### config.mk
export PLATFORM = sky130hd
export DESIGN_NAME = cmd_rx_wrapper
export DESIGN_NICKNAME = d
export VERILOG_FILES = /design/src/rtl/cmd_rx_pkg.sv /design/src/rtl/cmd_rx_uart_rx.sv /design/src/rtl/cmd_rx_wrapper.sv
export SDC_FILE = /design/constraint.sdc
export NUM_CORES = 1
export LEC_CHECK = 0
export CAP_MARGIN = 20
export CORE_ASPECT_RATIO = 0.75
export CORE_MARGIN = 2
export CORE_UTILIZATION = 45
export DETAILED_ROUTE_END_ITERATION = 12
export PLACE_DENSITY = 0.65
export SLEW_MARGIN = 40
export SYNTH_ARGS = -nofsm -noshare
export SYNTH_HDL_FRONTEND = slang
export SYNTH_HIERARCHICAL = 1
export SYNTH_SLANG_ARGS = --single-unit
### constraint.sdc
create_clock -name clk -period 3.6 [get_ports clk]
set_input_delay 0.72 -clock clk [delete_from_list [all_inputs] [get_ports clk]]
set_output_delay 0.72 -clock clk [all_outputs]
set_load 0.02 [all_outputs]
### src/rtl/cmd_rx_pkg.sv
// Shared types and default constants for the serial command receiver.
package cmd_rx_pkg;

  typedef enum logic [1:0] {IDLE, START, DATA, STOP} rx_state_t;
  typedef enum logic {WAIT_HI, WAIT_LO} asm_state_t;

  // 50 MHz / 19200 baud
  localparam int unsigned BAUD_DIV_DFLT = 2604;
  // About four byte times of idle line between the two bytes of a command
  localparam int unsigned TIMEOUT_DFLT  = 104160;

endpackage

### src/rtl/cmd_rx_uart_rx.sv
// 8N1 byte receiver: RX synchronizer, falling-edge detect and bit-sampling FSM.
module uart_rx
  import cmd_rx_pkg::*;
#(
  parameter int unsigned BAUD_DIV = BAUD_DIV_DFLT
) (
  input  logic       clk,
  input  logic       rst,
  input  logic       RX,
  output logic [7:0] rx_data,
  output logic       rx_rdy,
  output logic       frm_err,
  output logic       rx_idle
);

  localparam int unsigned CntW = $clog2(BAUD_DIV + 1);
  localparam logic [CntW-1:0] CntHalf = CntW'(BAUD_DIV / 2);
  localparam logic [CntW-1:0] CntFull = CntW'(BAUD_DIV);
  localparam logic [CntW-1:0] CntOne  = CntW'(1);

  logic            rx_s1_q, rx_s2_q, rx_s3_q;
  rx_state_t       state_q;
  logic [CntW-1:0] cnt_q;
  logic [2:0]      bit_q;
  logic [7:0]      shift_q;
  logic            rx_rdy_q, frm_err_q;
  logic            fall, expire;

  // Two-flop synchronizer plus a third flop for edge detection; presets match idle line
  always_ff @(posedge clk or posedge rst) begin
    if (rst) begin
      rx_s1_q <= 1'b1;
      rx_s2_q <= 1'b1;
      rx_s3_q <= 1'b1;
    end else begin
      rx_s1_q <= RX;
      rx_s2_q <= rx_s1_q;
      rx_s3_q <= rx_s2_q;
    end
  end

  assign fall   = rx_s3_q & ~rx_s2_q;
  // Counter is loaded with N and expires N clocks later
  assign expire = (cnt_q == CntOne);

  // Byte receiver FSM with registered strobes
  always_ff @(posedge clk or posedge rst) begin
    if (rst) begin
      state_q   <= IDLE;
      cnt_q     <= '0;
      bit_q     <= '0;
      shift_q   <= '0;
      rx_rdy_q  <= 1'b0;
      frm_err_q <= 1'b0;
    end else begin
      rx_rdy_q  <= 1'b0;
      frm_err_q <= 1'b0;
      unique case (state_q)
        IDLE: begin
          if (fall) begin
            state_q <= START;
            cnt_q   <= CntHalf;
          end
        end
        START: begin
          if (expire) begin
            // A high line at mid start bit was a glitch
            if (rx_s2_q) begin
              state_q <= IDLE;
            end else begin
              state_q <= DATA;
              cnt_q   <= CntFull;
              bit_q   <= '0;
            end
          end else begin
            cnt_q <= cnt_q - CntOne;
          end
        end
        DATA: begin
          if (expire) begin
            shift_q <= {rx_s2_q, shift_q[7:1]};
            cnt_q   <= CntFull;
            if (bit_q == 3'd7) state_q <= STOP;
            else               bit_q   <= bit_q + 3'd1;
          end else begin
            cnt_q <= cnt_q - CntOne;
          end
        end
        STOP: begin
          if (expire) begin
            if (rx_s2_q) rx_rdy_q  <= 1'b1;
            else         frm_err_q <= 1'b1;
            state_q <= IDLE;
          end else begin
            cnt_q <= cnt_q - CntOne;
          end
        end
        default: state_q <= IDLE;
      endcase
    end
  end

  assign rx_data = shift_q;
  assign rx_rdy  = rx_rdy_q;
  assign frm_err = frm_err_q;
  assign rx_idle = (state_q == IDLE);

endmodule

### src/rtl/cmd_rx_wrapper.sv
// Serial command receiver: assembles two UART bytes (high first) into a 16-bit command.
module cmd_rx_wrapper
  import cmd_rx_pkg::*;
#(
  parameter int unsigned BAUD_DIV    = BAUD_DIV_DFLT,
  parameter int unsigned TIMEOUT_CYC = TIMEOUT_DFLT
) (
  input  logic        clk,
  input  logic        rst,
  input  logic        RX,
  input  logic        clr_cmd_rdy,
  output logic [15:0] cmd,
  output logic        cmd_rdy,
  output logic        frm_err
);

  localparam int unsigned TmoW = $clog2(TIMEOUT_CYC + 1);
  localparam logic [TmoW-1:0] TmoLast = TmoW'(TIMEOUT_CYC - 1);
  localparam logic [TmoW-1:0] TmoOne  = TmoW'(1);

  logic [7:0]      rx_data;
  logic            rx_rdy, rx_ferr, rx_idle;
  asm_state_t      asm_q;
  logic [7:0]      hi_q;
  logic [15:0]     cmd_q;
  logic            rdy_q;
  logic [TmoW-1:0] tmo_q;

  uart_rx #(
    .BAUD_DIV(BAUD_DIV)
  ) u_uart_rx (
    .clk    (clk),
    .rst    (rst),
    .RX     (RX),
    .rx_data(rx_data),
    .rx_rdy (rx_rdy),
    .frm_err(rx_ferr),
    .rx_idle(rx_idle)
  );

  // Assembly FSM with inter-byte timeout; a completion set overrides a same-clk clear
  always_ff @(posedge clk or posedge rst) begin
    if (rst) begin
      asm_q <= WAIT_HI;
      hi_q  <= '0;
      cmd_q <= '0;
      rdy_q <= 1'b0;
      tmo_q <= '0;
    end else begin
      if (clr_cmd_rdy) rdy_q <= 1'b0;
      unique case (asm_q)
        WAIT_HI: begin
          if (rx_rdy) begin
            hi_q  <= rx_data;
            rdy_q <= 1'b0;
            tmo_q <= '0;
            asm_q <= WAIT_LO;
          end
        end
        WAIT_LO: begin
          if (rx_rdy) begin
            cmd_q <= {hi_q, rx_data};
            rdy_q <= 1'b1;
            asm_q <= WAIT_HI;
          end else if (rx_ferr) begin
            asm_q <= WAIT_HI;
          end else if (rx_idle) begin
            // Idle time only; a start edge on the expiring clk becomes a new high byte
            if (tmo_q == TmoLast) asm_q <= WAIT_HI;
            else                  tmo_q <= tmo_q + TmoOne;
          end
        end
        default: asm_q <= WAIT_HI;
      endcase
    end
  end

  assign cmd     = cmd_q;
  assign cmd_rdy = rdy_q;
  assign frm_err = rx_ferr;

endmodule

== Word-level counts from Yosys, hierarchy flattened ==
Index checks and enable logic that the tools add are counted.

* Word-level logic and storage cells: 89
* Flip-flop bits (word level): 73
* Input port bits: 4
* Output and inout port bits: 18

* Multiplexer cells: 40
* Add/subtract/negate cells: 3
* Bitwise operators: 3
* Reductions and logical operators: 9
* Equal/unequal tests: 20

{| class="wikitable"
|+ Operator list
! kind !! count
|-
| 17-bit 2-to-1 mux || 5
|-
| 12-bit 2-to-1 mux || 5
|-
| 12-bit one-hot mux with 4 select lines || 1
|-
| 17-bit one-hot mux with 2 select lines || 1
|-
| 17-bit by 1-bit adder with 17-bit output (second input constant) || 1
|-
| 17-bit equality test (second input constant) || 1
|-
| 5-bit AND reduction || 3
|-
| 1-bit 2-to-1 mux || 14
|-
| 2-bit != test (second input constant) || 7
|-
| 12-bit by 1-bit equality test with 1-bit output (second input constant) || 1
|-
| 2-bit 2-to-1 mux || 6
|-
| 3-bit 2-to-1 mux || 4
|-
| 2-bit by 1-bit != test with 1-bit output (second input constant) || 6
|-
| 12-bit by 1-bit subtractor with 12-bit output (second input constant) || 1
|-
| 2-bit one-hot mux with 4 select lines || 1
|-
| 3-bit one-hot mux with 2 select lines || 1
|-
| 2-bit AND reduction || 3
|-
| 2-bit equality test (second input constant) || 2
|-
| 1-bit one-hot mux with 2 select lines || 2
|-
| 3-bit by 1-bit adder with 3-bit output (second input constant) || 1
|-
| 3-bit equality test (second input constant) || 1
|-
| 3-bit != test (second input constant) || 1
|-
| 3-bit AND reduction || 1
|-
| 2-bit by 1-bit equality test with 1-bit output (second input constant) || 1
|-
| other kinds (4) || 5
|}

== Longest topological paths before layout ==
* Word-level depth: 6
* Mapped depth: 9
* Depth with buffers taken out: 6

== Hierarchy ==
The synthesis kept the hierarchy.

{| class="wikitable"
|+ By module, submodules not included
! module !! area an instance (sq um) !! sequential area each (sq um) !! cells an instance !! times used
|-
| cmd_rx_wrapper || 2044.5 || 1076.0 || 178 || 1
|-
| uart_rx || 1636.6 || 754.5 || 154 || 1
|}

== Worst setup path before layout ==
OpenSTA, ideal clock, no wires.

* Path type: register to register
* From: register asm_q
* To: register tmo_q[15]
* Stages on the path, launching flop included: 10
* Buffers on the path: 3
* Clock period less this slack: 2291 ps
* Setup time: 69 ps
* Arrival: 2223 ps
* Slack: 1309 ps
* Required time: 3531 ps
* Path through: dfrtp_1 -> inv_1 -> clkbuf_1 -> ha_1 -> buf_2 -> and4bb_1 -> buf_4 -> nand3_2 -> or4_1 -> nand3_1

* Longest elaborated chain between the ends: 3
* Elaborated cells between the ends (all ways): 8
* Classes of those cells: 5 x eq/ne; 1 x mux; 1 x bitwise; 1 x reduce/logical

{| class="wikitable"
|+ Ends and longest elaborated chain
! element !! RTL line !! text
|-
| from (decl) || cmd_rx_wrapper.sv:23 || <nowiki>asm_state_t asm_q;</nowiki>
|-
| from (signal assigned) || cmd_rx_wrapper.sv:44 || <nowiki>asm_q <= WAIT_HI;</nowiki>
|-
| from (signal assigned) || cmd_rx_wrapper.sv:57 || <nowiki>asm_q <= WAIT_LO;</nowiki>
|-
| from (signal assigned) || cmd_rx_wrapper.sv:64 || <nowiki>asm_q <= WAIT_HI;</nowiki>
|-
| 1-bit inverter (no line) || - ||
|-
| 2-bit by 1-bit != test with 1-bit output (no line) || - ||
|-
| 5-bit AND reduction (no line) || - ||
|-
| to (signal assigned) || cmd_rx_wrapper.sv:70 || <nowiki>else tmo_q <= tmo_q + TmoOne;</nowiki>
|-
| to (decl) || cmd_rx_wrapper.sv:27 || <nowiki>logic [TmoW-1:0] tmo_q;</nowiki>
|}

Parallel ways exist; a longest one is shown, timed or not.
A chain may end at the register's enable or synchronous reset.

== Worst setup path in the final report ==
Same ends and word-level chain as after synthesis.

==> metrics.csv <==
stage;metric;value;unit
run_status;status;finished clean;
synth;post-synthesis sequential area ratio;49.73;%
timing;actual slew at the worst max-slew pin;811.1;ps
finish;area grow syn2layout;13.56;%
worst_setup_path;critical path endpoint category;flip-flop;
drt;met3 wire len;359;um
synth;cells after synthesis;332;
timing;Max Clock Skew;10.28;ps
drt;antenna-violating nets left;0;
timing;final number of hold-violating endpoints;0;
floorplanning;die height;82.33;um
global_routing;GRT Util Overall;18.04;%
timing;final slew viol count;0;
worst_setup_path;CP arrival;3060;ps
timing;Max Clock Freq;359.9;MHz
drt;Routed wire per std cell;15.75;um
finish;Antenna diodes;0;
worst_setup_path;r2r setup slk;820;ps
drt;Top Metal Used;met4;
floorplanning;Ports;22;
timing;RSZ-0062 raised after global routing;no;
floorplanning;Core Rows;28;
floorplanning;die area;8927;um^2
timing;setup violators final;0;
timing;max_slew headroom;45.93;%
power;total power;2.524;mW
worst_setup_path;FF-to-FF End;tmo_q[15]$_DFFE_PP0P_;
min_path;hold path depth;0;
timing;setup TNS;0;ps
min_path;Hold Startpoint;u_uart_rx/rx_s1_q$_DFF_PP1_;
synth;Async S/R FF share, synth;100.0;%
synth;EDFF count, synth;0;
floorplanning;CORE AREA;7918;um^2
floorplanning;die width;108.4;um
synth;Yosys cell types;65;
worst_setup_path;R2R cell count;6;
drt;WL met1;3673;um
clock_network;post-CTS setup buffer count;0;
drt;DR pass1 iterations;4;
clock_network;CTS sink cnt;73;
finish;share of cells above drive strength 1;19.66;%
timing;min Tclk post-route;2778;ps
global_routing;first-pass GRT wire length;12610;um
timing;final worst-path cycle share;77.18;%
worst_setup_path;CP peak stage delay;630;ps
power;register share of total power;40.6;%
synth;post-synth top area share;47.59;%
drt;met2 wire len;3151;um
clock_network;H-tree Lvls;3;
worst_setup_path;R2R Path Start;asm_q$_DFF_PP0_;
power;logic gate share of total power;32.9;%
global_routing;largest net degree at the start of global routing;29;
global_routing;initial antenna violation count;0;
worst_setup_path;crit path launch type;flip-flop;
synth;cell taking the most area after synthesis;dfrtp_1;
power;clock power share;26.5;%
clock_network;post_cts resized;0;
drt;drt total wl;7259;um
power;sw frac;37.73;%
power;Pwr Density;603.8;nW/um^2
clock_network;worst skew pair latency;350;ps
worst_setup_path;CP max-delay cell;dfrtp_1;
drt;Iteration-0 DRC Markers;196;
clock_network;CTS root buf;clkbuf_8;
placement;GPL Wtd Cong;0.8778;
synth;Top FF cell, synth;dfrtp_1;
placement;port buffer count;21;
synth;synth top area cells;dfrtp_1 (48%), mux2_2 (10%), ha_1 (3.7%);
clock_network;clock transition at the registers of the reported paths;80;ps
power;Leakage;1.906;nW
worst_setup_path;WS Path Type;flip-flop to flip-flop;
finish;Post-Layout Inst Area;4180;um^2
synth;Mapped Nets;347;
drt;# DRC;0;
drt;vias after detailed routing;2647;
clock_network;Inserted Clock Buffers;9;
synth;synthesis warning total;6;
global_routing;Remaining Overflow, GRT;0;
synth;Avg Cell Area, Syn;11.09;um^2
synth;Mapped Area;3681;um^2
global_routing;vias in the first global route;2561;
clock_network;CTS Hold Bufs;0;
finish;NumNets Final;366;
worst_setup_path;Crit path required time;3880;ps
worst_setup_path;worst-path cell chain;inv_1 -> ha_1 -> and4bb_1 -> nand3_2 -> or4_1 -> nand3_1;
clock_network;Longest Clk Path Bufs;2;
placement;Post-DP Area;3961;um^2
flow_run;Max Cap Viol;0;
drt;drt via density;5.742;
worst_setup_path;CP bufs+invs;1;
worst_setup_path;family with the most delay on the worst path;simple AND/OR/NAND/NOR gates;
min_path;worst hold endpoint;u_uart_rx/rx_s2_q$_DFF_PP1_;
worst_setup_path;Critical Path Fanout Max;16;
power;P_sw;952.3;uW
placement;Post-DP HPWL;4981;um
clock_network;TritonCTS clock tree;done;
power;Worst VDD drop;0.0004703;V
power;internal cell power;1.572;mW
min_path;Worst Hold Class;flip-flop to flip-flop;
floorplanning;initial core utilization;46.49;%
synth;flops & latches, synth;73;
## area by class of cell
cell class              instances  area, um^2
repair buffers                 24       232.7
well taps                     105       131.4
flip-flops and latches         73        1831
clock buffers                   9       123.9
inverters                      16       60.06
clock inverters                 7       83.83
multi-input cells             227        1718
fillers                       714        3737
## worst register-to-register path: stages, from the launching register on
cell and delay (ps):
dfrtp_1 630, inv_1 340, ha_1 500, and4bb_1 530, nand3_2 150, or4_1 490, nand3_1 90
## Yosys cell counts (4+ instances only)
library cell / instances
clkbuf_1: 7
buf_2: 4
mux2_2: 33
o31ai_1: 5
nand2_1: 31
a21o_1: 5
nand2b_1: 5
nor3_1: 9
dfrtp_1: 70
inv_1: 16
ha_1: 11
nor2_1: 11
or4_1: 6
nand4_1: 9
o211ai_1: 8
nand3_1: 9
a21oi_1: 7
nor2b_1: 4
mux2i_1: 7
o21ai_0: 7
## through the flow
stage,setup WS [ps],hold WS (ps),util [%],cells
4_1_cts,819.5,356.6,52.65,461
3_3_place_gp,920.4,347.4,50.03,445
2_1_floorplan,1309,345.2,-,332
5_1_grt,526.1,364.2,52.80,461
6_report,821.6,355.0,52.80,461
3_5_place_dp,825.1,348.7,50.03,445
## per-layer routing
layer	global-route usage, %	up-vias
met5	0	-
met4	5.000	0
met3	4.631	8
met2	27.81	63
met1	25.36	1303
li1	-	1273
## sequential cells by signal, summed over array words and instances (netlist names), named ones only
register / cells
u_uart_rx/frm_err: 1
u_uart_rx/rx_data: 8
u_uart_rx/rx_s1_q: 1
tmo_q: 17
u_uart_rx/rx_rdy: 1
asm_q: 1
cmd_rdy: 1
cmd: 16
u_uart_rx/bit_q: 3
u_uart_rx/rx_s2_q: 1
u_uart_rx/rx_s3_q: 1
u_uart_rx/state_q: 1
u_uart_rx/cnt_q: 12
hi_q: 8
## worst max-delay path by stage
stage	start	end	cells past startpoint
CTS	asm_q$_DFF_PP0_	tmo_q[15]$_DFFE_PP0P_	6
global route	asm_q$_DFF_PP0_	tmo_q[15]$_DFFE_PP0P_	6
finish	asm_q$_DFF_PP0_	tmo_q[15]$_DFFE_PP0P_	6
floorplan	asm_q$_DFF_PP0_	tmo_q[15]$_DFFE_PP0P_	9
global placement	asm_q$_DFF_PP0_	tmo_q[15]$_DFFE_PP0P_	6
detailed placement	asm_q$_DFF_PP0_	tmo_q[15]$_DFFE_PP0P_	6
## power groups by stage
stage	logic, mW	clock network [mW]	registers (mW)
CTS	0.821	0.695	1.02
detailed placement	0.821	0	1.03
global route	0.933	0.727	1.04
global placement	0.810	0	1.03
finish	0.831	0.669	1.02
floorplan	0.696	0	0.993
## placed cells by master (no fill, tap or decap), types with 4 or more instances in the layout
cell type	synthesis	final
a21o_1	5	5
a21oi_1	7	7
clkbuf_8	0	9
clkdlybuf4s50_1	0	21
dfrtp_1	70	70
ha_1	11	11
inv_1	16	15
mux2_2	33	33
mux2i_1	7	7
nand2_1	31	31
nand2b_1	5	5
nand3_1	9	9
nand4_1	9	9
nor2_1	11	11
nor2b_1	4	4
nor3_1	9	9
o211ai_1	8	8
o21ai_0	7	7
o31ai_1	5	5
or4_1	6	6
## kinds of logic (layout without fill, tap and decap cells)
kind of cell	count (synthesis)	count (layout)	synth area share [%]
adder cells (fa/ha/maj)	11	11	3.739
buffers and inverters	32	56	3.909
AND/OR/NAND/NOR	116	116	18.42
multiplexers	40	40	12.00
AO/OA/AOI/OAI	59	59	11.97
XOR/XNOR	1	1	0.2380
flip-flops	73	73	49.73
No activity file was read; power rests on OpenSTA's default activity.
